**config.mk**
```make
export PLATFORM = sky130hd
export DESIGN_NAME = shiftreg_ctrl
export DESIGN_NICKNAME = d
export VERILOG_FILES = /design/src/rtl/shiftreg_ctrl.sv
export SDC_FILE = /design/constraint.sdc
export NUM_CORES = 1
export LEC_CHECK = 0
export BUFFER_PORTS_ARGS = -buffer_cell sky130_fd_sc_hd__buf_2
export CAP_MARGIN = 20
export CELL_PAD_IN_SITES_DETAIL_PLACEMENT = 1
export CELL_PAD_IN_SITES_GLOBAL_PLACEMENT = 1
export CORE_MARGIN = 8
export CORE_UTILIZATION = 30
export DETAILED_ROUTE_END_ITERATION = 16
export PLACE_DENSITY = 0.8
export SLEW_MARGIN = 25
export SYNTH_ARGS = -nofsm -noshare
export SYNTH_HDL_FRONTEND = slang
export SYNTH_SLANG_ARGS = --single-unit
```
**constraint.sdc**
```tcl
create_clock -name clk -period 1.5 [get_ports clk]
set_input_delay 0.3 -clock clk [delete_from_list [all_inputs] [get_ports clk]]
set_output_delay 0.3 -clock clk [all_outputs]
set_load 0.005 [all_outputs]
```
**src/rtl/shiftreg_ctrl.sv**
```systemverilog
// shiftreg_ctrl: sequencer for a left shift register.
// Loads a word, then streams it MSB-first under ser_ready.
module shiftreg_ctrl #(
  parameter int WIDTH = 6,
  parameter int CW    = $clog2(WIDTH + 1)
) (
  input  logic             clk,
  input  logic             rst_n,
  input  logic             in_valid,
  output logic             in_ready,
  input  logic [WIDTH-1:0] in_data,
  input  logic [CW-1:0]    in_count,
  output logic             sr_rst,
  output logic             sr_en,
  output logic [WIDTH-1:0] sr_load,
  input  logic [WIDTH-1:0] sr_q,
  output logic             ser_out,
  output logic             ser_valid,
  input  logic             ser_ready,
  output logic             busy,
  output logic             done
);

  localparam logic [1:0] IDLE  = 2'd0;
  localparam logic [1:0] LOAD  = 2'd1;
  localparam logic [1:0] SHIFT = 2'd2;
  localparam logic [1:0] DONE  = 2'd3;

  localparam logic [CW-1:0] MAXC = CW'(WIDTH);

  logic [1:0]       state_q, state_d;
  logic [WIDTH-1:0] data_q, data_d;
  logic [CW-1:0]    rem_q, rem_d;
  logic [CW-1:0]    cnt_clamp;

  logic st_idle, st_load, st_shift, st_done;

  assign st_idle  = (state_q == IDLE);
  assign st_load  = (state_q == LOAD);
  assign st_shift = (state_q == SHIFT);
  assign st_done  = (state_q == DONE);

  assign cnt_clamp = (in_count > MAXC) ? MAXC : in_count;

  // Next-state and word/count capture.
  always_comb begin
    state_d = state_q;
    data_d  = data_q;
    rem_d   = rem_q;
    unique case (1'b1)
      st_idle: begin
        if (in_valid) begin
          data_d  = in_data;
          rem_d   = cnt_clamp;
          state_d = LOAD;
        end
      end
      st_load: begin
        state_d = (rem_q != '0) ? SHIFT : DONE;
      end
      st_shift: begin
        if (ser_ready) begin
          rem_d = rem_q - 1'b1;
          if (rem_q == CW'(1))
            state_d = DONE;
        end
      end
      st_done: begin
        state_d = IDLE;
      end
      default: state_d = IDLE;
    endcase
  end

  // State registers, async clear.
  always_ff @(posedge clk or negedge rst_n) begin
    if (!rst_n) begin
      state_q <= IDLE;
      data_q  <= '0;
      rem_q   <= '0;
    end else begin
      state_q <= state_d;
      data_q  <= data_d;
      rem_q   <= rem_d;
    end
  end

  // While in reset the datapath is cleared through its load port.
  assign in_ready  = rst_n & st_idle;
  assign sr_rst    = ~rst_n | st_load;
  assign sr_load   = st_load ? data_q : '0;
  assign ser_valid = rst_n & st_shift;
  assign sr_en     = ser_valid & ser_ready;
  assign ser_out   = ser_valid & sr_q[WIDTH-1];
  assign busy      = rst_n & ~st_idle;
  assign done      = rst_n & st_done;

endmodule

```
==> flow_summary.toml, run 1 <==
[status]
status = "finished, violations left"
violations = "negative setup slack"

[placed_design]
place.gp.congestion = 0.765
place_ws_ns = -0.0971
io_buffers = 26
dp_cells = 126
detailed_place_hpwl_um = 1630

[yosys]
ys_top_cells_by_area = "dfrtp_1, ha_1, mux2_2"
synth_flop_cell = "dfrtp_1"
synth_nets = 91
synth.largest_area_cell = "dfrtp_1"
ys_warn_count = 0
synth_commonest_cells = "dfrtp_1, and2_1, ha_1, mux2_2, inv_1"
synth_area_per_cell_um2 = 11.0
ys_ff_latch = 11
ys_seq_area_frac = 0.384
synthCells = 65
synth-async-reset-ratio = 1.00
synth_most_common_cell = "dfrtp_1"
synth_top_area_share = 0.384
syn_area_um2 = 717
synth.distinct_cells = 24
synth-edff-count = 0

[drt]
drt_wl_total_um = 2590
ant_nets = 0
drc = 0
routed_via_density = 4.78
wire_per_inst_um = 18.8
drt_iter0_drc = 7
vias = 660
firstDrtPassIters = 4

[finish]
fin_cells = 138
num-fill-cells = 266
layout-drive-gt1-share = 0.664
final_core_util = 0.531
antenna_cells = 0
nets = 137
area_delta_synth_final_pct = 65.4

[cts]
htree_num_levels = 1
clk_latency_ns = 0.27
cts-root-buf = "clkbuf_4"
clk_pin_slew_ns = 0.09
cts_tree = "built"
cts_made_buffers = 3
cts_buffer_depth = 2
numClockSinks = 11

[timing]
period_minus_slack_ns = 1.66
tightest_slew_ns = 0.316
worst_slew_margin_rel = 0.786
fmax_mhz = 602
min_period_over_period = 1.11
hold_viol_final = 0
finalSetupViolations = 17
setup_slack_ns = -0.161
skew_ns = 0.00134
rsz0062_at_grt = "true"
whs_ns = 0.0791
final_max_slew_viol_count = 0

[critical_path]
cp_common_cell = "buf_6"
max_stage_delay_ns = 0.42
cpLargestDelayFamily = "flip-flops"
arrival_ns = 1.36
crit_path_cell_trace = "buf_6 > ha_4 > buf_6 > and3_4 > buf_6"
reg2reg_depth = 6
crit_buf_inv = 3
critPathMaxFanout = 4
cpMaxStageDelayCell = "dfrtp_1"
crit_path_end_kind = "primary output"
rr_startpoint = "state_q[1]"
worstSetupPathType = "flip-flop to primary output"
crit_start = "state_q[1]"
crit_required_ns = 1.20
path_depth = 5
critPathLaunchType = "flip-flop"

[floorplanning]
pin_count = 32
placement_rows = 17
dieArea_mm2 = 0.00421
dieHeight_um = 64.9
core-area_mm2 = 0.00223
start_util = 0.321
die_w_um = 64.9

[global_routing]
top_usage_layer = "met2"
gr-total-overflow = 0
grtUsageMet3 = 0.0326
gr-usage-met2 = 0.216
grt_pass1_wl_um = 3610
antenna_found_initial = 0
grtUsageMet1 = 0.0990
grt_max_degree = 11
grtUsageTotal = 0.107
first_global_vias = 780

[pwr]
ir_drop_mv = 1.00
p_leak_nw = 0.582
power.density_mw_per_mm2 = 2160

[worst_hold_path]
hold_path_class = "input port to asynchronous set/reset pin"

[flow_run]
cap_violations = 0
-- state kept, by name, summed over array words and instances (netlist names) --
name     cells
rem_q        3
state_q      2
data_q       6
-- cells in the final DEF (no fill, tap or decap) --
master         instances
dfrtp_1               11
nor2_4                 1
a21oi_2                1
mux2_4                 1
clkbuf_1               1
and3_4                 2
nand3_1                1
buf_6                 12
a221oi_2               1
nand3b_1               2
nor2b_4                1
ha_4                   3
clkbuf_4               3
a211o_1                1
nor4b_1                1
mux2_1                 1
ha_2                   1
buf_2                 19
a21bo_2                1
nand2b_1               1
or3_4                  1
and2_1                 4
mux2i_1                2
nor4_1                 1
nand2_4                1
o22ai_1                1
mux2_2                 6
nor2b_1                2
ha_1                   3
inv_1                  4
buf_4                 10
inv_2                  2
nor4_2                 1
and2_4                 5
dlygate4sd3_1          1
a21oi_4                1
-- stage by stage --
step | cell area [um2] | setup TNS (ns) | total power, mW
6_report | 1190 | -1.91 | 2.56
5_1_grt | 1190 | -2.63 | 2.73
4_1_cts | 1100 | -1.49 | 2.25
3_5_place_dp | 955 | -0.415 | 1.77
3_3_place_gp | 955 | -0.0352 | 1.70
2_1_floorplan | 743 | -0.0452 | 1.33
-- where the power goes --
part	switching (mW)	total, mW	internal (mW)
Clock	0.123	0.226	0.103
Combinational	0.742	1.77	1.03
Sequential	0.109	0.566	0.456
Total	0.974	2.56	1.59
-- routing by layer --
layer  wire length, um  vias up
met4                36        0
met3               138        2
met2              1540       14
li1                  -      313
met1               874      331
met5                 0        -
-- kinds of logic after synthesis --
| family | synth area share |
|---|---|
| buf+inv | 0.0419 |
| simple gates | 0.229 |
| compound gates | 0.0698 |
| flops | 0.384 |
| mux | 0.154 |
| fa+ha+maj | 0.122 |
-- layout make-up --
type                    instances  area, um2  share of cell area
multi-input cells              47        512               0.431
repair buffers                 42        315               0.266
flip-flops and latches         11        275               0.232
well taps                      28       35.0              0.0295
clock buffers                   4       26.3              0.0222
inverters                       6       22.5              0.0190
-- worst reg2reg max path, stage by stage (launching register included) --
cell and delay, ns:
dfrtp_1 0.42, buf_6 0.14, ha_4 0.16, nor2b_1 0.14, or3_4 0.39, buf_4 0.15
mux2i_1 0.15
-- worst paths after layout --
path	to	slack, ns
min	data_q[5]	0.08
max	sr_en	-0.16
min in group clk	data_q[1]	0.25
max in group asynchronous	state_q[1]	0.94
max reg2reg	rem_q[1]	-0.13
min reg2reg	data_q[2]	0.51
-- timing repair --
| item | in CTS | in global routing |
|---|---|---|
| resized for setup | 20 | 11 |
| setup endpoints to repair | 23 | 24 |
| endpoints found under the hold margin | 1 | 1 |
| buffers inserted | 4 | 3 |
| pin swaps | 3 | 4 |
| gates cloned | 0 | 0 |
(Power assumes the default switching activity.)
==> run 2: changes to the inputs <==
Settings changed: CAP_MARGIN 20 to not set, SETUP_SLACK_MARGIN set to 0.02.
==> flow_summary.toml, run 2 (synthesis gave the netlist of run 1 again) <==
[status]
status = "finished, violations left"
violations = "negative setup slack"

[drt]
vias = 650
drt_iter0_drc = 18
dr_wl_met2_um = 1510
drt_wl_total_um = 2600
firstDrtPassIters = 4
dr.max_layer_used = "met4"
routed_via_density = 4.71
drt-met1-wl_um = 909
met3_length_um = 144
wire_per_inst_um = 18.8
drc = 0
ant_nets = 0

[cts]
clk_latency_ns = 0.27
cts-root-buf = "clkbuf_4"
clk_pin_slew_ns = 0.09
cts_tree = "built"
cts_buffer_depth = 2
cts_made_buffers = 3
numClockSinks = 11
htree_num_levels = 1

[floorplanning]
core-area_mm2 = 0.00223
dieHeight_um = 64.9
placement_rows = 17
start_util = 0.321
die_w_um = 64.9
dieArea_mm2 = 0.00421
pin_count = 32

[pwr]
clkPwrFrac = 0.085
p_leak_nw = 0.586
p_total_mw = 2.62
comb_power_share = 0.697
power.density_mw_per_mm2 = 2180
p_int_mw = 1.63
ir_drop_mv = 1.03
pwr-share-seq = 0.217
switching_share = 0.378
p_sw_uw = 991

[finish]
largest_register_ff_count = 6
final_cell_mix = "buf_2, buf_6, dfrtp_1, buf_4"
layout_commonest_cell = "buf_2"
layout-drive-gt1-share = 0.682
antenna_cells = 0
regArea_um2 = 275
reg.largest.list = "data_q (6), rem_q (3), state_q (2)"
num-fill-cells = 264
fin_cells = 138
nets = 137
finalInstanceArea_mm2 = 0.00120
multi_input_area_um2 = 528
regMostFlops = "data_q"
area_delta_synth_final_pct = 67.7

[critical_path]
critPathLaunchType = "flip-flop"
arrival_ns = 1.35
worstSetupPathType = "flip-flop to primary output"
critPathMaxFanout = 4
crit_path_end_kind = "primary output"
crit_required_ns = 1.20

[timing]
worst_slew_margin_rel = 0.786
min_period_over_period = 1.10
final_max_slew_viol_count = 0
whs_ns = 0.0819
period_minus_slack_ns = 1.65
fmax_mhz = 604
rsz0062_at_grt = "true"
setup_slack_ns = -0.154
tightest_slew_ns = 0.317
hold_viol_final = 0
finalSetupViolations = 17
tns_ns = -1.81
skew_ns = 0.00173

[global_routing]
first_global_vias = 780
grt_max_degree = 11
antenna_found_initial = 0
grtUsageTotal = 0.107
gr-total-overflow = 0
grt_pass1_wl_um = 3610

[placed_design]
place.gp.congestion = 0.765
dp_cells = 126
detailed_place_hpwl_um = 1630
place_area_um2 = 955
io_buffers = 26

[worst_hold_path]
hold_path_class = "input port to asynchronous set/reset pin"

[flow_run]
cap_violations = 0
[run 2: cell count changes in the layout (fill, tap and decap cells not counted)]
| cell | change |
|---|---|
| nand2_8 | +1 |
| mux2_1 | -1 |
| inv_1 | -1 |
| inv_2 | +1 |
| mux2_2 | -1 |
| mux2_4 | +2 |
| nand2_4 | -1 |
[run 2: cell type report]
cell class / instances / area share
repair buffers: 42 / 0.262
multi-input cells: 47 / 0.439
clock buffers: 4 / 0.0219
inverters: 6 / 0.0187
flip-flops and latches: 11 / 0.229
well taps: 28 / 0.0291
[run 2: per-stage QoR]
stage                      util  setup slack, ns
after CTS                 0.496           -0.137
final                     0.538           -0.154
after global routing      0.538           -0.204
after detailed placement  0.427          -0.0971
after global placement    0.427          -0.0352
after floorplan               -          -0.0452
[run 2: final timing paths]
| check | to | start | cells after the start | slack, ns |
|---|---|---|---|---|
| setup / recovery | sr_en | state_q[1] | 5 | -0.15 |
| hold / removal | data_q[5] | rst_n | 2 | 0.08 |
| setup reg to reg | rem_q[1] | state_q[0] | 7 | -0.12 |
| hold reg to reg | data_q[1] | data_q[1] | 1 | 0.51 |
| max in group asynchronous | state_q[1] | rst_n | 2 | 0.94 |
| min in group clk | data_q[1] | in_data[1] | 2 | 0.25 |
[run 2: timing repair]
action | 4_1_cts | 5_1_grt
hold endpoints to repair | 1 | 1
endpoints found under the setup margin | 23 | 21
gates resized for setup | 21 | 14
pin swaps | 3 | 4
buffers inserted | 4 | 3
[run 2: per-layer routing]
layer	vias to the layer above	GRT usage
li1	313	-
met1	319	0.0990
met2	16	0.216
met3	2	0.0326
met4	0	0.0327
met5	-	0
[run 2: critical path, stage by stage, from the launching register on]
cell	delay [ns]
dfrtp_1	0.42
buf_6	0.14
ha_4	0.16
buf_6	0.12
and3_4	0.14
buf_6	0.11
[run 2: power groups by stage]
stage               combinational [mW]  sequential [mW]  clock, mW
finish                            1.83            0.570      0.224
global route                      1.97            0.592      0.235
global placement                  1.14            0.551          0
detailed placement                1.21            0.563          0
CTS                               1.49            0.556      0.216
floorplan                        0.790            0.540          0
==> run 3: changes to the inputs <==
Settings changed: CORE_UTILIZATION 30 to 32, CTS_BUF_LIST set to sky130_fd_sc_hd__clkbuf_8, PLACE_DENSITY 0.8 to 0.84.
==> flow_summary.toml, run 3 (synthesis gave the netlist of run 1 again) <==
[drt]
drt_iter0_drc = 7
drc = 0
vias = 670
wire_per_inst_um = 18.6
firstDrtPassIters = 4
routed_via_density = 4.96
drt_wl_total_um = 2520
ant_nets = 0

[global_routing]
top_usage_layer = "met2"
antenna_found_initial = 0
grt_pass1_wl_um = 3840
grtUsageMet1 = 0.124
gr-total-overflow = 0
grt_max_degree = 10
first_global_vias = 750
grtUsageMet3 = 0.0336
gr-usage-met2 = 0.223
grtUsageTotal = 0.120

[flow_run]
cap_violations = 0

[cts]
clk_latency_ns = 0.24
cts_tree = "built"
clk_pin_slew_ns = 0.06
numClockSinks = 11
cts_buffer_depth = 2
cts-root-buf = "clkbuf_8"
cts_made_buffers = 3
htree_num_levels = 1

[critical_path]
crit_start = "state_q[1]"
rr_startpoint = "state_q[1]"
crit_path_end_kind = "primary output"
arrival_ns = 1.31
crit_required_ns = 1.20
critPathLaunchType = "flip-flop"
worstSetupPathType = "flip-flop to primary output"
critPathMaxFanout = 3

[finish]
reg.largest.list = "data_q (6), rem_q (3), state_q (2)"
antenna_cells = 0
largest_register_ff_count = 6
layout_commonest_cell = "buf_2"
regMostFlops = "data_q"
area_delta_synth_final_pct = 64.7
nets = 134
final_cell_mix = "buf_2, buf_6, dfrtp_1"
layout-drive-gt1-share = 0.664
fin_cells = 135

[placed_design]
place_ws_ns = -0.0723
io_buffers = 26
place.gp.congestion = 0.764
detailed_place_hpwl_um = 1590
dp_cells = 126

[timing]
min_period_over_period = 1.07
skew_ns = 0.00523
period_minus_slack_ns = 1.61
fmax_mhz = 620
tightest_slew_ns = 0.393
hold_viol_final = 0
finalSetupViolations = 16
setup_slack_ns = -0.112
final_max_slew_viol_count = 0
worst_slew_margin_rel = 0.735
rsz0062_at_grt = "true"

[floorplanning]
start_util = 0.330
pin_count = 32
core-area_mm2 = 0.00217
dieArea_mm2 = 0.00401
placement_rows = 17
dieHeight_um = 63.3
die_w_um = 63.3

[status]
violations = "negative setup slack"
status = "finished, violations left"

[pwr]
p_int_mw = 1.63
ir_drop_mv = 1.31
comb_power_share = 0.656
switching_share = 0.369
pwr-share-seq = 0.226
p_total_mw = 2.59
power.density_mw_per_mm2 = 2190
clkPwrFrac = 0.118
p_sw_uw = 955
p_leak_nw = 0.584

[worst_hold_path]
hold_path_class = "input port to asynchronous set/reset pin"
[run 3: final cells by class]
cell class,count,area [um2]
inverters,6,25.0
clock inverters,1,3.75
repair buffers,39,284
clock buffers,3,41.3
flip-flops and latches,11,277
well taps,28,35.0
fillers,248,988
multi-input cells,47,515
[run 3: critical path, cell delays in order, from the launching register on]
cell and delay, ns:
dfrtp_2 0.46, buf_4 0.16, ha_1 0.18, and2_1 0.16, buf_2 0.12
[run 3: timing repair]
item	4_1_cts	5_1_grt
hold buffers	1	0
pin swaps	5	6
setup buffers	2	2
endpoints found under the hold margin	5	0
endpoints found under the setup margin	24	17
resized for setup	19	13
[run 3: path summary, 6_finish.rpt]
| check | to | slack [ns] | cells past startpoint |
|---|---|---|---|
| max | done | -0.11 | 4 |
| min reg2reg | data_q[1] | 0.50 | 1 |
| max reg2reg | rem_q[0] | -0.10 | 4 |
| min | rem_q[1] | 0.14 | 2 |
| min in group clk | data_q[4] | 0.29 | 2 |
| max in group asynchronous | state_q[1] | 0.65 | 2 |
[run 3: through the flow]
step | utilization | hold slack [ns] | cell area [um2] | TNS, ns
5_1_grt | 0.544 | 0.158 | 1180 | -1.98
2_1_floorplan | - | 0.00441 | 743 | -0.0452
3_5_place_dp | 0.440 | 0.175 | 955 | -0.461
6_report | 0.544 | 0.143 | 1180 | -1.29
4_1_cts | 0.512 | 0.119 | 1110 | -1.15
3_3_place_gp | 0.440 | 0.173 | 955 | -0.0384
[run 3: per-layer routing]
metal  vias up  wire [um]  share of wire
met4         0         21         0.0083
met2        18       1380           0.55
li1        306          -              -
met1       342       1020           0.40
met3         4        100          0.040
met5         -          0              0
[run 3: power groups by stage]
stage / logic (mW) / clock network [mW] / registers (mW)
finish: 1.70 / 0.306 / 0.585
floorplan: 0.790 / 0 / 0.540
global placement: 1.14 / 0 / 0.548
CTS: 1.46 / 0.301 / 0.565
detailed placement: 1.20 / 0 / 0.561
global route: 1.83 / 0.317 / 0.607
